$ cat src/rtl/act_pkg.sv
// Shared definitions for the activation unit.
// Holds the activation mode codes. The controller that drives mode_i
// uses the same codes, so both sides agree on the encoding.
package act_pkg;

  localparam int unsigned MODE_W = 2;

  localparam logic [MODE_W-1:0] ACT_RELU   = 2'd0;
  localparam logic [MODE_W-1:0] ACT_CLIP   = 2'd1;
  localparam logic [MODE_W-1:0] ACT_LEAKY  = 2'd2;
  localparam logic [MODE_W-1:0] ACT_BYPASS = 2'd3;

endpackage

$ cat src/rtl/act_lane.sv
// Single-element activation function, purely combinational.
// Ports:
//   data    in   BITWIDTH  signed element (sign is the MSB)
//   mode    in   2         activation mode (act_pkg codes)
//   result  out  BITWIDTH  activated element
//   zeroed  out  1         element was negative and forced to 0 (RELU/CLIP only)
module act_lane
  import act_pkg::*;
#(
  parameter int unsigned BITWIDTH   = 8,
  parameter int unsigned CLIP_MAX   = 127,
  parameter int unsigned LEAK_SHIFT = 3
) (
  input  logic [BITWIDTH-1:0] data,
  input  logic [MODE_W-1:0]   mode,
  output logic [BITWIDTH-1:0] result,
  output logic                zeroed
);

  localparam logic [BITWIDTH-1:0] CLIP_V = BITWIDTH'(CLIP_MAX);

  logic                       neg_s;
  logic signed [BITWIDTH-1:0] leak_s;

  assign neg_s = data[BITWIDTH-1];

  // Arithmetic shift rounds toward -inf, which is the intended leaky slope.
  always_comb begin
    leak_s = $signed(data) >>> LEAK_SHIFT;
  end

  // Per-mode activation; the clip compare only runs on non-negative values,
  // so an unsigned comparison against the clip bound is exact.
  always_comb begin
    result = data;
    zeroed = 1'b0;
    case (mode)
      ACT_RELU: begin
        if (neg_s) begin
          result = '0;
          zeroed = 1'b1;
        end else begin
          result = data;
        end
      end
      ACT_CLIP: begin
        if (neg_s) begin
          result = '0;
          zeroed = 1'b1;
        end else if (data > CLIP_V) begin
          result = CLIP_V;
        end else begin
          result = data;
        end
      end
      ACT_LEAKY: begin
        if (neg_s) begin
          result = leak_s;
        end else begin
          result = data;
        end
      end
      ACT_BYPASS: begin
        result = data;
      end
      default: begin
        result = data;
      end
    endcase
  end

endmodule

$ cat src/rtl/pipe_act_unit.sv
// Two-stage pipelined multi-lane activation unit with valid/ready on both sides.
// S1 captures the beat and its mode; S2 holds the activated beat and its
// zero count and drives the output. A saturating counter accumulates the
// number of elements zeroed by RELU/CLIP on each output handshake.
// Ports:
//   clk_i        in   1               clock, rising edge
//   rst_n_i      in   1               asynchronous active-low reset
//   mode_i       in   2               activation mode, sampled per accepted beat
//   in_valid_i   in   1               input beat valid
//   in_ready_o   out  1               unit can accept a beat (combinational from out_ready_i)
//   data_i       in   LANES*BITWIDTH  packed signed lanes
//   out_valid_o  out  1               output beat valid
//   out_ready_i  in   1               downstream accepts a beat
//   result_o     out  LANES*BITWIDTH  packed activated lanes
//   cnt_clr_i    in   1               synchronous clear of zero_cnt_o (wins over increment)
//   zero_cnt_o   out  CNT_W           saturating count of zeroed elements
module pipe_act_unit
  import act_pkg::*;
#(
  parameter int unsigned BITWIDTH   = 8,
  parameter int unsigned LANES      = 4,
  parameter int unsigned CLIP_MAX   = 127,
  parameter int unsigned LEAK_SHIFT = 3,
  parameter int unsigned CNT_W      = 16
) (
  input  logic                      clk_i,
  input  logic                      rst_n_i,
  input  logic [MODE_W-1:0]         mode_i,
  input  logic                      in_valid_i,
  output logic                      in_ready_o,
  input  logic [LANES*BITWIDTH-1:0] data_i,
  output logic                      out_valid_o,
  input  logic                      out_ready_i,
  output logic [LANES*BITWIDTH-1:0] result_o,
  input  logic                      cnt_clr_i,
  output logic [CNT_W-1:0]          zero_cnt_o
);

  localparam int unsigned DW   = LANES * BITWIDTH;
  localparam int unsigned ZC_W = $clog2(LANES + 1);

  logic              s1_valid_r;
  logic [DW-1:0]     s1_data_r;
  logic [MODE_W-1:0] s1_mode_r;
  logic              s2_valid_r;
  logic [DW-1:0]     s2_result_r;
  logic [ZC_W-1:0]   s2_zcnt_r;
  logic [CNT_W-1:0]  zero_cnt_r;

  logic              s1_adv_s;
  logic              s2_adv_s;
  logic              out_hs_s;
  logic [DW-1:0]     lane_res_s;
  logic [LANES-1:0]  lane_zero_s;
  logic [ZC_W-1:0]   beat_zc_s;
  logic [CNT_W:0]    cnt_sum_s;

  // A stage may advance when it is empty or the stage after it is draining.
  assign s2_adv_s   = !s2_valid_r || out_ready_i;
  assign s1_adv_s   = !s1_valid_r || s2_adv_s;
  assign out_hs_s   = s2_valid_r && out_ready_i;
  assign in_ready_o = s1_adv_s;

  assign out_valid_o = s2_valid_r;
  assign result_o    = s2_result_r;
  assign zero_cnt_o  = zero_cnt_r;

  for (genvar k = 0; k < LANES; k++) begin : g_lane
    act_lane #(
      .BITWIDTH  (BITWIDTH),
      .CLIP_MAX  (CLIP_MAX),
      .LEAK_SHIFT(LEAK_SHIFT)
    ) u_lane (
      .data  (s1_data_r[k*BITWIDTH +: BITWIDTH]),
      .mode  (s1_mode_r),
      .result(lane_res_s[k*BITWIDTH +: BITWIDTH]),
      .zeroed(lane_zero_s[k])
    );
  end

  // Number of lanes in the S1 beat that the activation forced to zero.
  always_comb begin
    beat_zc_s = '0;
    for (int k = 0; k < LANES; k++) begin
      beat_zc_s = beat_zc_s + ZC_W'(lane_zero_s[k]);
    end
  end

  // One extra bit on the sum exposes overflow for saturation.
  assign cnt_sum_s = {1'b0, zero_cnt_r} + {{(CNT_W + 1 - ZC_W){1'b0}}, s2_zcnt_r};

  // Stage 1: capture input beat and its mode on accept.
  always_ff @(posedge clk_i or negedge rst_n_i) begin
    if (!rst_n_i) begin
      s1_valid_r <= 1'b0;
      s1_data_r  <= '0;
      s1_mode_r  <= ACT_RELU;
    end else if (s1_adv_s) begin
      s1_valid_r <= in_valid_i;
      if (in_valid_i) begin
        s1_data_r <= data_i;
        s1_mode_r <= mode_i;
      end
    end
  end

  // Stage 2: register activated beat and its zero count; held while stalled.
  always_ff @(posedge clk_i or negedge rst_n_i) begin
    if (!rst_n_i) begin
      s2_valid_r  <= 1'b0;
      s2_result_r <= '0;
      s2_zcnt_r   <= '0;
    end else if (s2_adv_s) begin
      s2_valid_r <= s1_valid_r;
      if (s1_valid_r) begin
        s2_result_r <= lane_res_s;
        s2_zcnt_r   <= beat_zc_s;
      end
    end
  end

  // Saturating zero-element counter; clear has priority over a coincident increment.
  always_ff @(posedge clk_i or negedge rst_n_i) begin
    if (!rst_n_i) begin
      zero_cnt_r <= '0;
    end else if (cnt_clr_i) begin
      zero_cnt_r <= '0;
    end else if (out_hs_s) begin
      if (cnt_sum_s[CNT_W]) begin
        zero_cnt_r <= '1;
      end else begin
        zero_cnt_r <= cnt_sum_s[CNT_W-1:0];
      end
    end
  end

endmodule

$ cat config.mk
export PLATFORM = sky130hd
export DESIGN_NAME = pipe_act_unit
export DESIGN_NICKNAME = d
export VERILOG_FILES = /design/src/rtl/act_pkg.sv /design/src/rtl/act_lane.sv /design/src/rtl/pipe_act_unit.sv
export SDC_FILE = /design/constraint.sdc
export NUM_CORES = 1
export LEC_CHECK = 0
export BUFFER_PORTS_ARGS = -buffer_cell sky130_fd_sc_hd__buf_2
export CAP_MARGIN = 20
export CELL_PAD_IN_SITES_DETAIL_PLACEMENT = 0
export CELL_PAD_IN_SITES_GLOBAL_PLACEMENT = 1
export CORE_MARGIN = 10
export CORE_UTILIZATION = 47
export CTS_BUF_LIST = sky130_fd_sc_hd__clkbuf_8
export DETAILED_ROUTE_END_ITERATION = 10
export GPL_TIMING_DRIVEN = 0
export PLACE_DENSITY = 0.92
export REMOVE_ABC_BUFFERS = 1
export SETUP_SLACK_MARGIN = 0.4
export SLEW_MARGIN = 15
export SYNTH_ARGS = -nofsm -noshare
export SYNTH_HDL_FRONTEND = slang
export SYNTH_SLANG_ARGS = --single-unit
$ cat constraint.sdc
create_clock -name clk_i -period 4.25 [get_ports clk_i]
set_input_delay 0 -clock clk_i [delete_from_list [all_inputs] [get_ports clk_i]]
set_output_delay 0 -clock clk_i [all_outputs]
set_load 0.02 [all_outputs]
==> results of run 1 <==
## power by group through the flow
stage                     registers (uW)  logic (uW)  clock network (uW)
after floorplan                     1180         248                   0
after detailed placement            1100         549                   0
after global routing                1110         635                 746
after global placement              1090         524                   0
final                               1080         568                 697
after CTS                           1080         578                 714
## metrics by stage
step	area, um2	utilization [%]	worst slack (ns)	hold WS (ns)	total power [uW]
after global routing	5180	62.7	1.57	0.0510	2490
after detailed placement	4550	55.1	1.74	0.0379	1650
after floorplan	3930	-	2.09	-0.296	1420
after global placement	4500	54.5	1.76	0.208	1620
final	5180	62.7	1.74	0.0427	2350
after CTS	5180	62.7	1.72	0.0269	2380
## cell type report
type / count / share of cell area (%)
sequential: 87 / 42.1
multi-input combinational: 252 / 33.7
timing repair buffer: 128 / 16.7
tap: 105 / 2.54
clock buffer: 9 / 2.39
clock inverter: 7 / 2.32
inverter: 4 / 0.290
## placed cells by master, fill, tap and decap left out, types with 2 or more instances in the layout
master,netlist,routed
nand2b_1,7,7
buf_12,0,2
a22oi_1,3,3
nor2_1,9,9
dlygate4sd3_1,0,38
clkbuf_8,1,9
a21oi_1,17,17
and3_1,2,2
nor2b_1,17,17
dfrtp_1,87,87
nand4_1,2,2
ha_1,5,5
nand3_1,2,2
nand2_1,44,42
and3_2,2,2
fa_1,2,2
and4_1,2,2
inv_1,4,4
nor3b_1,2,2
nor3_1,3,2
buf_2,3,87
mux2_2,37,37
a41oi_1,3,3
o21ai_0,45,45
a31oi_1,8,8
a211oi_1,6,6
a22o_1,12,12
bufinv_16,0,3
nand2_2,1,3
a311oi_1,3,3
o21bai_1,3,3
## worst max-delay path by stage
stage / start / endpoint / slack, ns / cells past startpoint
detailed placement: s1_mode_r[1]$_DFFE_PN0P_ / s2_zcnt_r[1]$_DFFE_PN0P_ / 1.74 / 6
finish: s1_mode_r[1]$_DFFE_PN0P_ / s2_zcnt_r[1]$_DFFE_PN0P_ / 1.74 / 6
global route: s1_mode_r[1]$_DFFE_PN0P_ / s2_zcnt_r[1]$_DFFE_PN0P_ / 1.57 / 6
floorplan: s1_mode_r[1]$_DFFE_PN0P_ / s2_zcnt_r[1]$_DFFE_PN0P_ / 2.09 / 6
global placement: s1_mode_r[1]$_DFFE_PN0P_ / s2_zcnt_r[1]$_DFFE_PN0P_ / 1.76 / 6
CTS: s1_mode_r[1]$_DFFE_PN0P_ / s2_zcnt_r[1]$_DFFE_PN0P_ / 1.72 / 6
## what timing repair did
action	in CTS	in global routing
hold buffers	38	0
gates resized for setup	0	0
hold endpoints to repair	79	0
## cell usage after synthesis (3+ instances only)
library cell	number
nand2b_1	7
a21oi_1	17
a31oi_1	8
a211oi_1	6
a41oi_1	3
dfrtp_1	87
buf_1	3
clkbuf_1	10
a22oi_1	3
buf_2	3
a22o_1	12
mux2_2	37
nand2_1	44
o21ai_0	45
a311oi_1	3
nor3_1	3
nor2_1	9
o21bai_1	3
nor2b_1	17
ha_1	5
inv_1	4
## kinds of logic (layout without fill, tap and decap cells)
logic type	Yosys count	after routing	synth area share (%)
AOI/OAI and AO/OA	104	104	16.0
and+or+nand+nor	103	103	14.0
DFF	87	87	54.1
muxes	37	37	10.4
buffers and inverters	23	148	2.77
adders and majority gates	7	7	2.55
xor gates and xnor gates	1	1	0.218
## metal layers
metal  wire length, um  vias up
met5                 0        -
met4               166        0
met3               531       13
met2              4980       95
met1              4010     1531
li1                  -     1542
## registers in the layout, indices dropped and copies added, names as in the netlist
signal	count
zero_cnt_o	16
out_valid_o	1
s1_data_r	32
result_o	32
s1_mode_r	2
s1_valid_r	1
s2_zcnt_r	3
## critical path, cell delays in order (launching register included)
cell and delay (ns):
dfrtp_1 0.86, nand2b_1 0.25, inv_1 0.08, fa_1 0.48
ha_1 0.21, ha_1 0.27, mux2_2 0.25
==> impl_metrics.tcl, run 1 <==
set metrics [dict create \
    die_x_um 113 \
    power_frac_clock_pct 29.7 \
    postCtsSetupBuffers 0 \
    syn_avg_cell_area_um2 11.1 \
    syn_to_final_growth_pct 28.6 \
    multi_input_area_um2 1750 \
    start_kind "register" \
    grt_pass1_wl_um 16300 \
    setup_tns_ns 0 \
    crit_type "reg -> reg" \
    place.gp.congestion 0.783 \
    run_status "finished, final reports clean" \
    path_max_fanout 23 \
    io_pins 89 \
    period_share_pct 59.1 \
    tightest_slew_ns 0.833 \
    clk_latency_ns 0.36 \
    layout-drive-gt1-share_pct 32.0 \
    use_met1_pct 18.0 \
    finalCriticalPeriod_ns 2.51 \
    slew_headroom_pct 44.2 \
    drv_slew 0 \
    p_switching_uw 738 \
    initial_utilization_pct 48.7 \
    diodes 0 \
    synth_cell_types 47 \
    core_area_um2 8260 \
    cp-end-kind "register" \
    yosysTopAreaCellShare_pct 54.1 \
    rsz0062_at_grt "no" \
    p_leak_uw 0.00245 \
    fp.dieH_um 113 \
    hpwl_um 6600 \
    tritoncts "done" \
    cts_buffers 9 \
    gr-usage-all-layers_pct 15.6 \
    cts_root_buf "clkbuf_8" \
    vias 3181 \
    arrival_ns 2.76 \
    holdPathStages 2 \
    fmax_ghz 0.398 \
    syn_inst 362 \
    grt_max_degree 49 \
    reg2reg_slack_ns 1.74 \
    netlist_area_um2 4020 \
    final_cells 592 \
    dieArea_um2 12700 \
    p_sw_share_pct 31.4 \
    whs_endpoint "zero_cnt_o[0]$_DFFE_PN0P_" \
    ys_warn_count 0 \
    htree_num_levels 3 \
    met2_usage_pct 27.1 \
    maxCapViolations 0 \
    yosysSeqAreaShare_pct 54.1 \
    p_int_uw 1610 \
    ant_nets 0 \
    antenna_found_initial 0 \
    numPortBuffers 88 \
    ys.flop_type "dfrtp_1" \
    num_rows 33 \
    ys_ff_latch 87 \
    synth_edf_count 0 \
    wirelength_um 9700 \
    crit_required_ns 4.50 \
    seqPwrFrac_pct 46.1 \
    drc 0 \
    irDropWorstVdd_mv 0.241 \
    p_comb_share_pct 24.2 \
    wire_per_inst_um 16.4 \
    skew_ns 0.0111 \
    synth_top_area_cell "dfrtp_1" \
    power_density_nw_per_um2 454 \
    fin_nets 528 \
    hold_violations 0 \
    r2r_cells 6 \
    met3_usage_pct 3.99 \
    setup_viol 0 \
    synth.area.top_cells "dfrtp_1, mux2_2, o21ai_0" \
    vias_per_cell 5.37 \
    first_iter_violations 162 \
    cts_buffer_depth 2 \
    nFillCells 697 \
    overflow 0 \
    grt_pass1_vias 3293 \
    clkSinkCount 87 \
    register_area_um2 2180 \
    first_pass_iters 4 \
    dp_cells 538 \
    path_clk_slew_ns 0.09 \
    gr-max-usage-layer "met2" \
    synthArstFlopShare_pct 100 \
    worstReg2RegStart "s1_mode_r[1]$_DFFE_PN0P_" \
    hold_class "in -> reg" \
    hp-start "cnt_clr_i" \
    r2r_end "s2_zcnt_r[1]$_DFFE_PN0P_" \
]
Note: power is estimated with default switching activity, not from simulation.
==> run 2: changes to the inputs <==
- CORE_UTILIZATION: 47 -> 44
- PLACE_DENSITY: 0.92 -> 0.87
- clock period: 4.25 -> 2.6 ns (I/O delays scaled with it)
==> run 2 against run 1 <==
  * Clock skew up 0.0073 ns
  * Critical path depth stayed put
  * Global-route usage is 1.1 points lower
  * Highest routed layer unchanged
  * Critical path type unchanged
  * Total power grew 57%
  * Register-to-register slack lost 1.3 ns
  * Critical endpoint unchanged
  * Sequential cell count unchanged
  * Core utilization fell by 3.8 points
  * Sequential share of layout area about the same
==> impl_metrics.tcl, run 2 (synthesis gave the netlist of run 1 again) <==
set metrics [dict create \
    clk_latency_ns 0.35 \
    ant_nets 0 \
    setup_tns_ns 0 \
    final_cell_mix "buf_2, dfrtp_1, o21ai_0" \
    path_clk_slew_ns 0.09 \
    path_max_fanout 9 \
    numPortBuffers 88 \
    wirelength_um 9560 \
    hold_class "in -> reg" \
    layout-drive-gt1-share_pct 32.9 \
    fmax_ghz 0.468 \
    power_density_nw_per_um2 709 \
    cts_buffers 9 \
    grt_max_degree 51 \
    tightest_slew_ns 0.840 \
    setup_viol 0 \
    first_pass_iters 4 \
    run_status "finished, final reports clean" \
    crit_required_ns 2.84 \
    path_cells "nand2b_1, inv_1, fa_1, ha_1, ha_1, mux2_2" \
    io_pins 89 \
    crit_family "adder cells" \
    num_rows 34 \
    register_area_um2 2180 \
    r2r_cells 6 \
    initial_utilization_pct 45.7 \
    die_x_um 116 \
    fin_nets 530 \
    crit_type "reg -> reg" \
    start_kind "register" \
    overflow 0 \
    arrival_ns 2.37 \
    fp.dieH_um 116 \
    grt_pass1_wl_um 15600 \
    nFillCells 758 \
    cts_root_buf "clkbuf_8" \
    cp_slowest_cell "dfrtp_4" \
    power.total_uw 3680 \
    first_iter_violations 125 \
    drv_slew 0 \
    hold_violations 0 \
    hpwl_um 6570 \
    place.gp.congestion 0.746 \
    htree_num_levels 3 \
    path_depth 6 \
    core_area_um2 8810 \
    tritoncts "done" \
    final_common_cell "buf_2" \
    cp-end-kind "register" \
    finalCriticalPeriod_ns 2.13 \
    diodes 0 \
    p_leak_uw 0.00246 \
    holdPathStages 2 \
    place_area_um2 4560 \
    skew_ns 0.0183 \
    crit_buf_inv 1 \
    gr-usage-all-layers_pct 14.5 \
    maxCapViolations 0 \
    startpoint "s1_mode_r[1]$_DFFE_PN0P_" \
    antenna_found_initial 0 \
    drc 0 \
    path_common_cell "ha_1" \
    design_area_um2 5180 \
    irDropWorstVdd_mv 0.377 \
    grt_pass1_vias 3118 \
    clkSinkCount 87 \
    vias 3167 \
    syn_to_final_growth_pct 28.8 \
    rsz0062_at_grt "yes" \
    worstReg2RegStart "s1_mode_r[1]$_DFFE_PN0P_" \
    cts_buffer_depth 2 \
    dieArea_um2 13400 \
    multi_input_area_um2 1770 \
    slew_headroom_pct 43.8 \
    vias_per_cell 5.30 \
    hp-start "cnt_clr_i" \
    wire_per_inst_um 16.0 \
    period_share_pct 82.1 \
    slowest_delay_ns 0.53 \
]
==> run 2: where the power goes <==
| part | internal (uW) | switching, uW |
|---|---|---|
| clock network | 458 | 509 |
| registers | 1580 | 173 |
| logic | 419 | 536 |
| total | 2460 | 1220 |
==> run 2: path summary, 6_finish.rpt <==
path / to / slack, ns
hold / removal: zero_cnt_o[10]$_DFFE_PN0P_ / 0.03
setup / recovery: s2_zcnt_r[1]$_DFFE_PN0P_ / 0.47
max in group asynchronous: s1_mode_r[1]$_DFFE_PN0P_ / 1.81
hold reg to reg: result_o[17]$_DFFE_PN0P_ / 0.48
setup reg to reg: s2_zcnt_r[1]$_DFFE_PN0P_ / 0.47
min in group asynchronous: result_o[1]$_DFFE_PN0P_ / 0.15
==> run 2: area by class of cell <==
cell class | count | area share [%]
Clock inverter | 7 | 1.54
Inverter | 4 | 0.290
Multi-Input combinational cell | 252 | 34.1
Sequential cell | 87 | 42.1
Tap cell | 108 | 2.61
Timing Repair Buffer | 130 | 17.0
Clock buffer | 9 | 2.39
==> run 2: routing by layer <==
| layer | vias up | wire, um | track usage, % |
|---|---|---|---|
| met4 | 0 | 86 | 2.84 |
| met2 | 78 | 4700 | 24.5 |
| met3 | 8 | 540 | 5.22 |
| met1 | 1529 | 4230 | 17.5 |
| met5 | - | 0 | 0 |
| li1 | 1552 | - | - |
==> run 2: worst reg2reg max path: cells and delay by family, from the launching register on <==
kind	cells	cell delay [ns]
buffers and inverters	1	0.12
multiplexers	1	0.26
flip-flops	1	0.53
adder cells (fa/ha/maj)	3	0.90
AND/OR/NAND/NOR	1	0.23
==> run 2: timing repair <==
action | in CTS | in global routing
endpoints found under the hold margin | 74 | 0
resized for setup | 3 | 3
hold buffers | 37 | 0
setup endpoints to repair | 4 | 5
buffers inserted | 1 | 2
==> run 2: stage by stage <==
stage               instances  worst slack [ns]  util [%]  hold slack (ns)
finish                    597             0.466      58.9           0.0338
global route              597             0.369      58.9           0.0303
detailed placement        541            0.0851      51.8           0.0155
global placement          539             0.117      51.1            0.212
floorplan                 343             0.445         -           -0.296
CTS                       595             0.411      58.5           0.0133
